## src/rtl/kamikaze_decode.sv

```systemverilog
// rtl/kamikaze_decode.sv - RV32I decode stage with load-use bubble insertion
module kamikaze_decode (
  input  logic        clk_i,
  input  logic        rst_i,
  input  logic        f_valid_i,
  input  logic [31:0] f_ir_i,
  input  logic [31:0] f_pc_i,
  input  logic        f_is_compressed_i,
  output logic        f_stall_o,
  input  logic        d_stall_i,
  input  logic        d_kill_i,
  output logic [4:0]  rf_rs1_o,
  output logic [4:0]  rf_rs2_o,
  output logic        d_valid_o,
  output logic [31:0] d_pc_o,
  output logic [31:0] d_link_pc_o,
  output logic [4:0]  d_opcode_o,
  output logic [2:0]  d_fun_o,
  output logic        d_fun7b5_o,
  output logic [4:0]  d_rs1_o,
  output logic [4:0]  d_rs2_o,
  output logic [4:0]  d_rd_o,
  output logic [31:0] d_imm_o,
  output logic        d_rd_write_o,
  output logic        d_is_load_o,
  output logic        d_is_store_o,
  output logic        d_is_branch_o,
  output logic        d_is_jal_o,
  output logic        d_is_jalr_o,
  output logic        d_is_system_o,
  output logic        d_illegal_o
);

  localparam logic [4:0] OPC_LOAD   = 5'b00000;
  localparam logic [4:0] OPC_MISC   = 5'b00011;
  localparam logic [4:0] OPC_OPIMM  = 5'b00100;
  localparam logic [4:0] OPC_AUIPC  = 5'b00101;
  localparam logic [4:0] OPC_STORE  = 5'b01000;
  localparam logic [4:0] OPC_OP     = 5'b01100;
  localparam logic [4:0] OPC_LUI    = 5'b01101;
  localparam logic [4:0] OPC_BRANCH = 5'b11000;
  localparam logic [4:0] OPC_JALR   = 5'b11001;
  localparam logic [4:0] OPC_JAL    = 5'b11011;
  localparam logic [4:0] OPC_SYSTEM = 5'b11100;

  logic [4:0]  opc;
  logic [4:0]  rs1;
  logic [4:0]  rs2;
  logic [4:0]  rd;
  logic [2:0]  fun3;
  logic        illegal;
  logic        uses_rs1;
  logic        uses_rs2;
  logic        rd_write;
  logic [31:0] imm;
  logic        hazard;

  assign opc  = f_ir_i[6:2];
  assign rs1  = f_ir_i[19:15];
  assign rs2  = f_ir_i[24:20];
  assign rd   = f_ir_i[11:7];
  assign fun3 = f_ir_i[14:12];

  assign rf_rs1_o = rs1;
  assign rf_rs2_o = rs2;

  // Field decode of the incoming instruction: legality, operand use, immediate, rd write
  always_comb begin
    illegal  = 1'b0;
    uses_rs1 = 1'b1;
    uses_rs2 = 1'b0;
    rd_write = 1'b0;
    imm      = 32'd0;
    case (opc)
      OPC_LOAD, OPC_OPIMM, OPC_JALR: begin
        imm      = {{20{f_ir_i[31]}}, f_ir_i[31:20]};
        rd_write = 1'b1;
      end
      OPC_MISC:   imm = {{20{f_ir_i[31]}}, f_ir_i[31:20]};
      OPC_AUIPC, OPC_LUI: begin
        imm      = {f_ir_i[31:12], 12'd0};
        uses_rs1 = 1'b0;
        rd_write = 1'b1;
      end
      OPC_STORE: begin
        imm      = {{20{f_ir_i[31]}}, f_ir_i[31:25], f_ir_i[11:7]};
        uses_rs2 = 1'b1;
      end
      OPC_OP: begin
        uses_rs2 = 1'b1;
        rd_write = 1'b1;
      end
      OPC_BRANCH: begin
        imm      = {{20{f_ir_i[31]}}, f_ir_i[7], f_ir_i[30:25], f_ir_i[11:8], 1'b0};
        uses_rs2 = 1'b1;
      end
      OPC_JAL: begin
        imm      = {{12{f_ir_i[31]}}, f_ir_i[19:12], f_ir_i[20], f_ir_i[30:21], 1'b0};
        uses_rs1 = 1'b0;
        rd_write = 1'b1;
      end
      OPC_SYSTEM: rd_write = (fun3 != 3'd0);
      default: begin
        illegal  = 1'b1;
        uses_rs1 = 1'b0;
      end
    endcase
    if (f_ir_i[1:0] != 2'b11) begin
      illegal  = 1'b1;
      uses_rs1 = 1'b0;
      uses_rs2 = 1'b0;
      rd_write = 1'b0;
    end
    if (illegal || rd == 5'd0) rd_write = 1'b0;
  end

  assign hazard = d_valid_o & d_is_load_o & (d_rd_o != 5'd0) & f_valid_i &
                  ((uses_rs1 & (rs1 == d_rd_o)) | (uses_rs2 & (rs2 == d_rd_o)));

  assign f_stall_o = d_stall_i | (hazard & ~d_kill_i);

  // Bundle register: reset, hold on execute stall, bubble on kill/hazard, else capture
  always_ff @(posedge clk_i) begin
    if (rst_i) begin
      d_valid_o     <= 1'b0;
      d_pc_o        <= 32'd0;
      d_link_pc_o   <= 32'd0;
      d_opcode_o    <= 5'd0;
      d_fun_o       <= 3'd0;
      d_fun7b5_o    <= 1'b0;
      d_rs1_o       <= 5'd0;
      d_rs2_o       <= 5'd0;
      d_rd_o        <= 5'd0;
      d_imm_o       <= 32'd0;
      d_rd_write_o  <= 1'b0;
      d_is_load_o   <= 1'b0;
      d_is_store_o  <= 1'b0;
      d_is_branch_o <= 1'b0;
      d_is_jal_o    <= 1'b0;
      d_is_jalr_o   <= 1'b0;
      d_is_system_o <= 1'b0;
      d_illegal_o   <= 1'b0;
    end else if (!d_stall_i) begin
      if (d_kill_i || hazard) begin
        d_valid_o <= 1'b0;
      end else begin
        d_valid_o     <= f_valid_i;
        d_pc_o        <= f_pc_i;
        d_link_pc_o   <= f_pc_i + (f_is_compressed_i ? 32'd2 : 32'd4);
        d_opcode_o    <= opc;
        d_fun_o       <= fun3;
        d_fun7b5_o    <= f_ir_i[30];
        d_rs1_o       <= rs1;
        d_rs2_o       <= rs2;
        d_rd_o        <= rd;
        d_imm_o       <= imm;
        d_rd_write_o  <= rd_write;
        d_is_load_o   <= !illegal && opc == OPC_LOAD;
        d_is_store_o  <= !illegal && opc == OPC_STORE;
        d_is_branch_o <= !illegal && opc == OPC_BRANCH;
        d_is_jal_o    <= !illegal && opc == OPC_JAL;
        d_is_jalr_o   <= !illegal && opc == OPC_JALR;
        d_is_system_o <= !illegal && opc == OPC_SYSTEM;
        d_illegal_o   <= illegal;
      end
    end
  end

endmodule

```

## config.mk

```make
export PLATFORM = sky130hd
export DESIGN_NAME = kamikaze_decode
export DESIGN_NICKNAME = d
export VERILOG_FILES = /design/src/rtl/kamikaze_decode.sv
export SDC_FILE = /design/constraint.sdc
export NUM_CORES = 1
export LEC_CHECK = 0
export BUFFER_PORTS_ARGS = -buffer_cell sky130_fd_sc_hd__buf_2
export CAP_MARGIN = 20
export CORE_MARGIN = 1
export CORE_UTILIZATION = 50
export DETAILED_ROUTE_END_ITERATION = 10
export GPL_TIMING_DRIVEN = 0
export PLACE_DENSITY = 0.79
export SKIP_CTS_REPAIR_TIMING = 1
export SLEW_MARGIN = 20
export SYNTH_ARGS = -nofsm -noshare
export SYNTH_HDL_FRONTEND = slang
export SYNTH_SLANG_ARGS = --single-unit
```

## constraint.sdc

```tcl
create_clock -name clk_i -period 2 [get_ports clk_i]
set_input_delay 0.1 -clock clk_i [delete_from_list [all_inputs] [get_ports clk_i]]
set_output_delay 0.1 -clock clk_i [all_outputs]
set_load 0.02 [all_outputs]
```

==> results.toml, run 1 <==
[run_status]
status = "finished with violations"
violations = "hold timing, setup timing"

[power]
power_density_mw_per_mm2 = 829
max-vdd-ir-drop_mv = 0.522
p_leak_uw = 0.00389

[timing]
relSlewSlack_pct = 49.2
slew_viol_final = 0
rsz0062_at_grt = "yes"
period_share_pct = 101
period_minus_slack_ns = 2.02
tightest_slew_ns = 0.758
holdWs_ns = -0.0172
hold_viol_final = 6
fmax_ghz = 0.494
clock-skew-final_ns = 0.00753
setup_viol = 2
worst_slack_ns = -0.0226

[synthesis]
synth-compound-area-share_pct = 18.4
synth_top_family_by_area = "compound AO/OA/AOI/OAI gates"
synth_xor_area_share_pct = 5.16
synthArstFlopShare_pct = 0
synth_top_cell_by_area = "dfxtp_1"
syn_avg_cell_area_um2 = 8.75
synth_commonest_cells = "nand2_1 (155), dfxtp_1 (128), a211oi_1 (103), mux2i_1 (73), clkbuf_1 (32)"
synthesis.area_mm2 = 0.00645
synth_seq_cells = 128
synthTopCellsByArea = "dfxtp_1 (40%), a211oi_1 (12%), mux2i_1 (11%), nand2_1 (9.0%), xnor2_1 (2.7%)"
ys_warn_count = 0
synthFlopType = "dfxtp_1"
synth_adder_area_share_pct = 0.699
ys_types = 54
yosys-mux-area-fraction_pct = 11.3
synth_most_common_cell = "nand2_1"
syn_nets = 810
syn_inst = 737
synth_enable_flop_cells = 0
yosys.area_share.simple_pct = 17.8
netlist.area_leader.share_pct = 39.7
yosysSeqAreaShare_pct = 39.7

[setup_path]
cp_slowest_cell = "dfxtp_4"
crit_fanout = 5
cp.arrival_ns = 1.92
critPathKind = "flop to output pin"
crit_top_cell = "buf_6"
path_cells = "xor2_1, nor3_2, o2111ai_2, buf_6, a21boi_4, a21o_1, buf_6"
crit_family = "compound AO/OA/AOI/OAI gates"
slowest_delay_ns = 0.37
path_buf_inv = 2
r2r_slack_ns = -0.01
end_kind = "output pin"
required_ns = 1.90
start_kind = "flop"

[routing]
viasPerCell = 5.57
drtIter0Drc = 556
routedWlPerCell_um = 17.4
wirelength_mm = 20.6
drtPass1Iterations = 5
post-route-drc-count = 0
routed-via-count = 6616
ant_nets = 0

[place]
pre_cts_ws_ns = -0.191
hpwlAfterDp_mm = 14.2
gp_congestion = 0.878
placed_area_mm2 = 0.00770
port_buffers = 207

[clock_tree]
clk_pin_slew_worst_paths_ns = 0.05
clkSinkCount = 128
root_buffer = "clkbuf_16"
cts_buffers = 17
cts_tree = "done"
htree_levels = 4
clock_latency_ns = 0.41
clockBufferDepth = 2

[layout]
fin_area_mm2 = 0.00881
layout.nets = 1076
antenna_cells = 0
final_util_pct = 69.8
n_fill_cell = 1023
area_delta_synth_final_pct = 36.6
drive_gt1_share_pct = 31.1

[grt]
grt_pass1_wl_mm = 30.4
grt_usage_pct = 29.7
grt_max_degree = 17
antenna_found_initial = 0
grt_overflow = 0
grt_pass1_vias = 5942

[die]
die_y_um = 116
start_util_pct = 51.1
rows = 41
io_pins = 210
coreArea_mm2 = 0.0126
die-area_mm2 = 0.0134
dieWidth_um = 116

[flow_run]
drv_cap = 0

[min_path]
min_path_type = "primary input to flop"
state kept, by name, summed over array words and instances, names as in the netlist:
name	count
d_fun7b5_o	1
d_fun_o	3
d_illegal_o	1
d_imm_o	32
d_is_branch_o	1
d_is_jal_o	1
d_is_jalr_o	1
d_is_load_o	1
d_is_store_o	1
d_is_system_o	1
d_link_pc_o	31
d_opcode_o	5
d_pc_o	32
d_rd_o	5
d_rd_write_o	1
d_rs1_o	5
d_rs2_o	5
d_valid_o	1
metrics by stage:
step,cells,setup TNS (ns),total power (µW)
after global placement,1116,-6.57,4200
after detailed placement,1116,-6.95,4220
after floorplan,737,0,3730
after global routing,1188,-1.28,7570
final,1188,-0.0349,7300
after CTS,1148,-9.68,7210
worst register-to-register path, stage by stage (launching register included):
cell and delay [ns]:
dfxtp_4 0.39, xor2_1 0.17, nor2_1 0.08, a41oi_1 0.30
a21o_1 0.17, clkbuf_4 0.20, buf_8 0.18, buf_6 0.19
mux2i_1 0.24
cell families (layout without fill, tap and decap cells):
family | Yosys count | in the layout
buffers and inverters | 87 | 366
DFF | 128 | 128
xor gates and xnor gates | 38 | 38
adders and majority gates | 3 | 3
AOI/OAI and AO/OA | 161 | 161
and+or+nand+nor | 247 | 247
muxes | 73 | 73
area by class of cell:
type                       count  area [µm²]  share of cell area, %
clock inverter                 6        80.1                  0.909
inverter                      10        37.5                  0.426
sequential                   128        2580                   29.3
multi-input combinational    522        3520                   40.0
buffer                        77         450                   5.11
timing repair buffer         247        1440                   16.3
tap                          172         215                   2.44
clock buffer                  26         489                   5.55
cell usage in the layout, fill, tap and decap left out, types with 4 or more instances in the layout:
master         Yosys  layout
buf_6              7       8
a21oi_1           24      24
nand4_1           12      12
mux2i_1           73      73
nor3_1            13      11
dlygate4sd3_1      0      37
clkbuf_2           0       7
inv_1              9       9
buf_4             12      15
clkbuf_16          0      17
a22oi_1            5       5
dfxtp_1          128     123
clkinv_2           0       4
buf_2             16     223
a31oi_1            5       5
a211oi_2           7      12
nor4_1             5       4
clkbuf_1          32      33
and3_1             7       7
nor2_1            14      14
xor2_1            18      17
dfxtp_4            0       4
nand3_1           14      14
xnor2_1           20      20
nand2_1          155     155
a211oi_1         103      98
power breakdown:
part	switching [µW]	internal [µW]
Clock	1090	1930
Combinational	883	559
Sequential	113	2740
worst paths after layout:
| kind | from | endpoint | cells after the start |
|---|---|---|---|
| worst min register to register | d_pc_o[25] | d_pc_o[25] | 2 |
| worst min-delay path | f_pc_i[25] | d_pc_o[25] | 3 |
| worst max register to register | d_rd_o[0] | d_rs2_o[2] | 8 |
| worst max-delay path | d_rd_o[3] | f_stall_o | 7 |
layer usage:
metal | GRT usage, % | vias to the layer above | share of wire (%)
li1 | - | 3168 | -
met1 | 37.7 | 3121 | 44
met2 | 47.4 | 284 | 47
met3 | 7.58 | 43 | 6.3
met4 | 13.5 | 0 | 2.6
met5 | 0 | - | 0
Note: power is estimated with default switching activity, not from simulation.
==> run 2: changes to the inputs <==
Settings changed: ABC_CLOCK_PERIOD_IN_PS set to 2400.
Clock period 2 ns to 2.4 ns, I/O delays scaled along.
==> run 2 against run 1 <==
Combinational power decreased by 21%. Critical path type is now flop to flop. Sequential share of layout area increased by 1.1 points. Critical endpoint is now d_valid_o. Utilization decreased by 3.0 points. The run ends with hold timing left. First-iteration DRC count decreased by 22%.
==> results.toml, run 2 (synthesis results as in run 1) <==
[timing]
tightest_slew_ns = 0.743
holdWs_ns = -0.0206
period_minus_slack_ns = 2.29
fmax_ghz = 0.436
rsz0062_at_grt = "no"
relSlewSlack_pct = 50.2
slew_viol_final = 0
hold_viol_final = 8
period_share_pct = 95.6
worst_slack_ns = 0.105
clock-skew-final_ns = 0.0105
setup_viol = 0

[die]
io_pins = 210
rows = 41
coreArea_mm2 = 0.0126
die-area_mm2 = 0.0134
start_util_pct = 51.1
dieWidth_um = 116
die_y_um = 116

[routing]
routed.top_layer = "met4"
drtPass1Iterations = 7
wirelength_mm = 19.9
viasPerCell = 5.57
drtIter0Drc = 433
routedWlPerCell_um = 17.1
wl_met2_mm = 9.14
wl_met3_mm = 1.45
routed-via-count = 6483
ant_nets = 0
wl_met1_mm = 8.72
post-route-drc-count = 0

[layout]
drive_gt1_share_pct = 29.1
stdcell_count = 1163
layout.nets = 1051
n_fill_cell = 1109
area_delta_synth_final_pct = 30.8
largestRegisters = "d_imm_o: 32 flops, d_pc_o: 32 flops, d_link_pc_o: 31 flops"
fin_area_mm2 = 0.00843
final_util_pct = 66.8
final_common_cell = "buf_2"
final_cell_mix = "buf_2 (222), nand2_1 (155), dfxtp_1 (127)"
antenna_cells = 0

[grt]
grt_max_degree = 17
grt_pass1_wl_mm = 30.4
grt_pass1_vias = 5942
grt_overflow = 0
grt_usage_pct = 29.7
antenna_found_initial = 0

[min_path]
min_path_type = "primary input to flop"

[place]
placed_area_mm2 = 0.00770
gp_congestion = 0.878
port_buffers = 207
pre_cts_ws_ns = 0.209
dp.cells = 1116
hpwlAfterDp_mm = 14.2

[clock_tree]
clock_latency_ns = 0.42
clk_pin_slew_worst_paths_ns = 0.05
htree_levels = 4
clkSinkCount = 128
cts_tree = "done"
clockBufferDepth = 2
root_buffer = "clkbuf_16"
cts_buffers = 17

[setup_path]
crit_fanout = 10
critPathKind = "flop to flop"
r2r_end = "d_valid_o"
reg2regPathDepth = 7
r2r_slack_ns = 0.11
required_ns = 2.70
critPathCapture = "d_valid_o"
end_kind = "flop"
cp.arrival_ns = 2.59
crit_path_start = "d_rd_o[4]"
r2r-start = "d_rd_o[4]"
start_kind = "flop"

[run_status]
violations = "hold timing"
status = "finished with violations"

[power]
p_total_uw = 6020
max-vdd-ir-drop_mv = 0.437
p_leak_uw = 0.00372
power_density_mw_per_mm2 = 714

[flow_run]
drv_cap = 0
==> run 2: changes by cell type in the layout (fill, tap and decap cells not counted), sizes merged <==
| cell | before | now |
|---|---|---|
| buf | 250 | 251 |
| clkbuf | 63 | 59 |
| dlygate4sd3 | 37 | 15 |
==> run 2: final cells by class <==
type	instances	area [µm²]	share of cell area (%)
Multi-Input combinational cell	522	3450	40.9
Sequential cell	128	2560	30.4
Timing Repair Buffer	222	1190	14.1
Clock buffer	26	489	5.80
Buffer	77	410	4.87
Tap cell	172	215	2.55
Clock inverter	6	80.1	0.950
Inverter	10	37.5	0.445
==> run 2: metrics by stage <==
| stage | setup TNS, ns | hold slack (ns) |
|---|---|---|
| after global routing | 0 | -0.00240 |
| after global placement | 0 | 0.356 |
| after CTS | -0.0780 | -0.0730 |
| final | 0 | -0.0206 |
| after detailed placement | 0 | 0.363 |
| after floorplan | 0 | 0.237 |
==> run 2: where the power goes <==
group	leakage (µW)	internal (µW)	switching, µW
registers	0.00106	2280	90.3
logic	0.00239	425	715
clock network	0.000282	1600	904
total	0.00372	4310	1710
==> run 2: worst min path at each step <==
stage	slack [ns]	endpoint	cells past startpoint	from
2_1_floorplan	0.24	d_valid_o	1	d_kill_i
3_3_place_gp	0.36	d_valid_o	2	d_kill_i
3_5_place_dp	0.36	d_valid_o	2	d_kill_i
4_1_cts	-0.07	d_valid_o	2	d_kill_i
5_1_grt	-0.002	d_rs1_o[0]	3	f_ir_i[15]
6_report	-0.02	d_imm_o[5]	3	f_ir_i[25]
==> run 2: layer usage <==
| layer | up-vias | GRT usage (%) |
|---|---|---|
| met5 | - | 0 |
| met1 | 3018 | 37.7 |
| met2 | 297 | 47.4 |
| met3 | 47 | 7.58 |
| li1 | 3121 | - |
| met4 | 0 | 13.5 |
==> run 2: worst max-delay path, cell delays in order, from the launching register on <==
cell and delay, ns:
dfxtp_1 0.37, xor2_1 0.18, nor3_1 0.23, o2111ai_2 0.22, buf_4 0.25, a21boi_2 0.20, o32ai_1 0.11, dlygate4sd3_1 0.62
==> run 3: changes to the inputs <==
Settings changed: ABC_CLOCK_PERIOD_IN_PS 2400 to 2000, CORE_UTILIZATION 50 to 46, PLACE_DENSITY 0.79 to 0.76.
Clock period 2.4 ns to 2 ns, I/O delays scaled along.
==> run 3 against run 2 <==
The run ends with hold timing, setup timing left. Global-route usage shrank 1.7 points. Worst setup slack got worse by 0.17 ns. Utilization shrank 0.37 points. Die area is 8.5% higher. Largest power group unchanged.
==> results.toml, run 3 (synthesis results as in run 1) <==
[setup_path]
r2r_end = "d_rd_o[1]"
r2r_slack_ns = 0.03
reg2regPathDepth = 8
start_kind = "flop"
crit_family = "compound AO/OA/AOI/OAI gates"
critPathCapture = "f_stall_o"
path_buf_inv = 2
crit_path_start = "d_rd_o[3]"
crit_top_cell = "buf_6"
slowest_delay_ns = 0.36
critPathKind = "flop to output pin"
r2r-start = "d_rd_o[2]"
cp.arrival_ns = 1.96
path_cells = "xor2_1, nor3_2, o2111ai_2, buf_6, a21boi_4, a21o_1, buf_6"
crit_fanout = 5
end_kind = "output pin"
cp_slowest_cell = "dfxtp_4"
cp.depth = 7
required_ns = 1.90

[layout]
final_util_pct = 66.5
drive_gt1_share_pct = 32.0
final_cell_mix = "buf_2 (219), nand2_1 (155), dfxtp_1 (123)"
area_delta_synth_final_pct = 38.7
layout.nets = 1082
n_fill_cell = 1128
antenna_cells = 0
largestRegisters = "d_imm_o: 32 flops, d_pc_o: 32 flops, d_link_pc_o: 31 flops"
final_common_cell = "buf_2"

[clock_tree]
cts_tree = "done"
clk_pin_slew_worst_paths_ns = 0.05
clkSinkCount = 128
root_buffer = "clkbuf_16"
htree_levels = 4
clockBufferDepth = 2
cts_buffers = 17
clock_latency_ns = 0.43

[routing]
drtIter0Drc = 645
wirelength_mm = 21.3
routed-via-count = 6729
drtPass1Iterations = 5
ant_nets = 0
post-route-drc-count = 0
viasPerCell = 5.63
routedWlPerCell_um = 17.8

[die]
io_pins = 210
rows = 42
die-area_mm2 = 0.0145
coreArea_mm2 = 0.0135
dieWidth_um = 120
die_y_um = 120
start_util_pct = 47.9

[grt]
grt_overflow = 0
grt_max_degree = 17
antenna_found_initial = 0
grt_pass1_wl_mm = 31.3
grt_usage_pct = 28.0
grt_pass1_vias = 5883

[timing]
slew_viol_final = 0
finalSetupTns_ns = -0.0610
setup_viol = 1
rsz0062_at_grt = "yes"
worst_slack_ns = -0.0610
hold_viol_final = 7
fmax_ghz = 0.485
period_share_pct = 103
holdWs_ns = -0.0313
relSlewSlack_pct = 45.4
period_minus_slack_ns = 2.06
tightest_slew_ns = 0.815
clock-skew-final_ns = 0.00668

[power]
max-vdd-ir-drop_mv = 0.568
power_density_mw_per_mm2 = 825
p_leak_uw = 0.00393

[min_path]
min_path_type = "primary input to flop"

[place]
gp_congestion = 0.868
port_buffers = 207
hpwlAfterDp_mm = 14.6

[run_status]
status = "finished with violations"
violations = "hold timing, setup timing"

[flow_run]
drv_cap = 0
-- run 3: cell types whose count changed in the layout (fill, tap and decap cells not counted), moves of 4 or more --
| cell | delta |
|---|---|
| dfxtp_1 | -4 |
| clkbuf_2 | +5 |
| dfxtp_4 | +4 |
| dlygate4sd3_1 | +27 |
| clkbuf_4 | +8 |
| a211oi_1 | -9 |
| buf_8 | +5 |
| clkbuf_8 | +5 |
| clkbuf_1 | -10 |
| a211oi_2 | +9 |
| buf_1 | -7 |
-- run 3: through the flow --
stage	std cells	worst slack, ns	total power [µW]	area [µm²]
finish	1196	-0.0610	7380	8940
floorplan	737	0.114	3730	6450
detailed placement	1120	-0.212	4220	7700
CTS	1150	-0.492	7260	8290
global route	1196	-0.0960	7640	8940
global placement	1120	-0.206	4210	7700
-- run 3: area by class of cell --
class,count,area [µm²],share of cell area (%)
multi-input combinational,522,3550,39.7
timing repair buffer,253,1490,16.7
clock buffer,26,539,6.03
buffer,77,474,5.30
tap,176,220,2.46
clock inverter,4,47.5,0.532
inverter,10,37.5,0.420
sequential,128,2580,28.8
-- run 3: how the worst min path moves through the flow --
stage,from,end,slack [ns],cells past startpoint
6_report,f_pc_i[7],d_pc_o[7],-0.03,3
5_1_grt,f_pc_i[7],d_pc_o[7],0.001,3
4_1_cts,d_kill_i,d_valid_o,-0.11,2
3_5_place_dp,d_kill_i,d_valid_o,0.34,2
3_3_place_gp,d_kill_i,d_valid_o,0.33,2
2_1_floorplan,d_kill_i,d_valid_o,0.22,1
-- run 3: power by group --
part,leakage [µW],switching (µW),total (µW),internal (µW)
logic,0.00258,891,1470,575
registers,0.00106,113,2850,2730
clock network,0.000290,1110,3060,1950
-- run 3: per-layer routing --
metal	wire [µm]	track usage [%]	vias to the layer above
li1	-	-	3196
met1	9080	38.0	3171
met2	10000	43.6	319
met3	1800	6.70	43
met4	455	9.65	0
met5	0	0	-
-- run 3: worst reg2reg max path, cell delays in order (launching register included) --
cell      delay [ns]
dfxtp_2         0.40
xor2_1          0.18
nor2_1          0.09
a41oi_1         0.27
a21o_1          0.15
clkbuf_4        0.19
buf_8           0.18
buf_8           0.18
mux2i_1         0.24
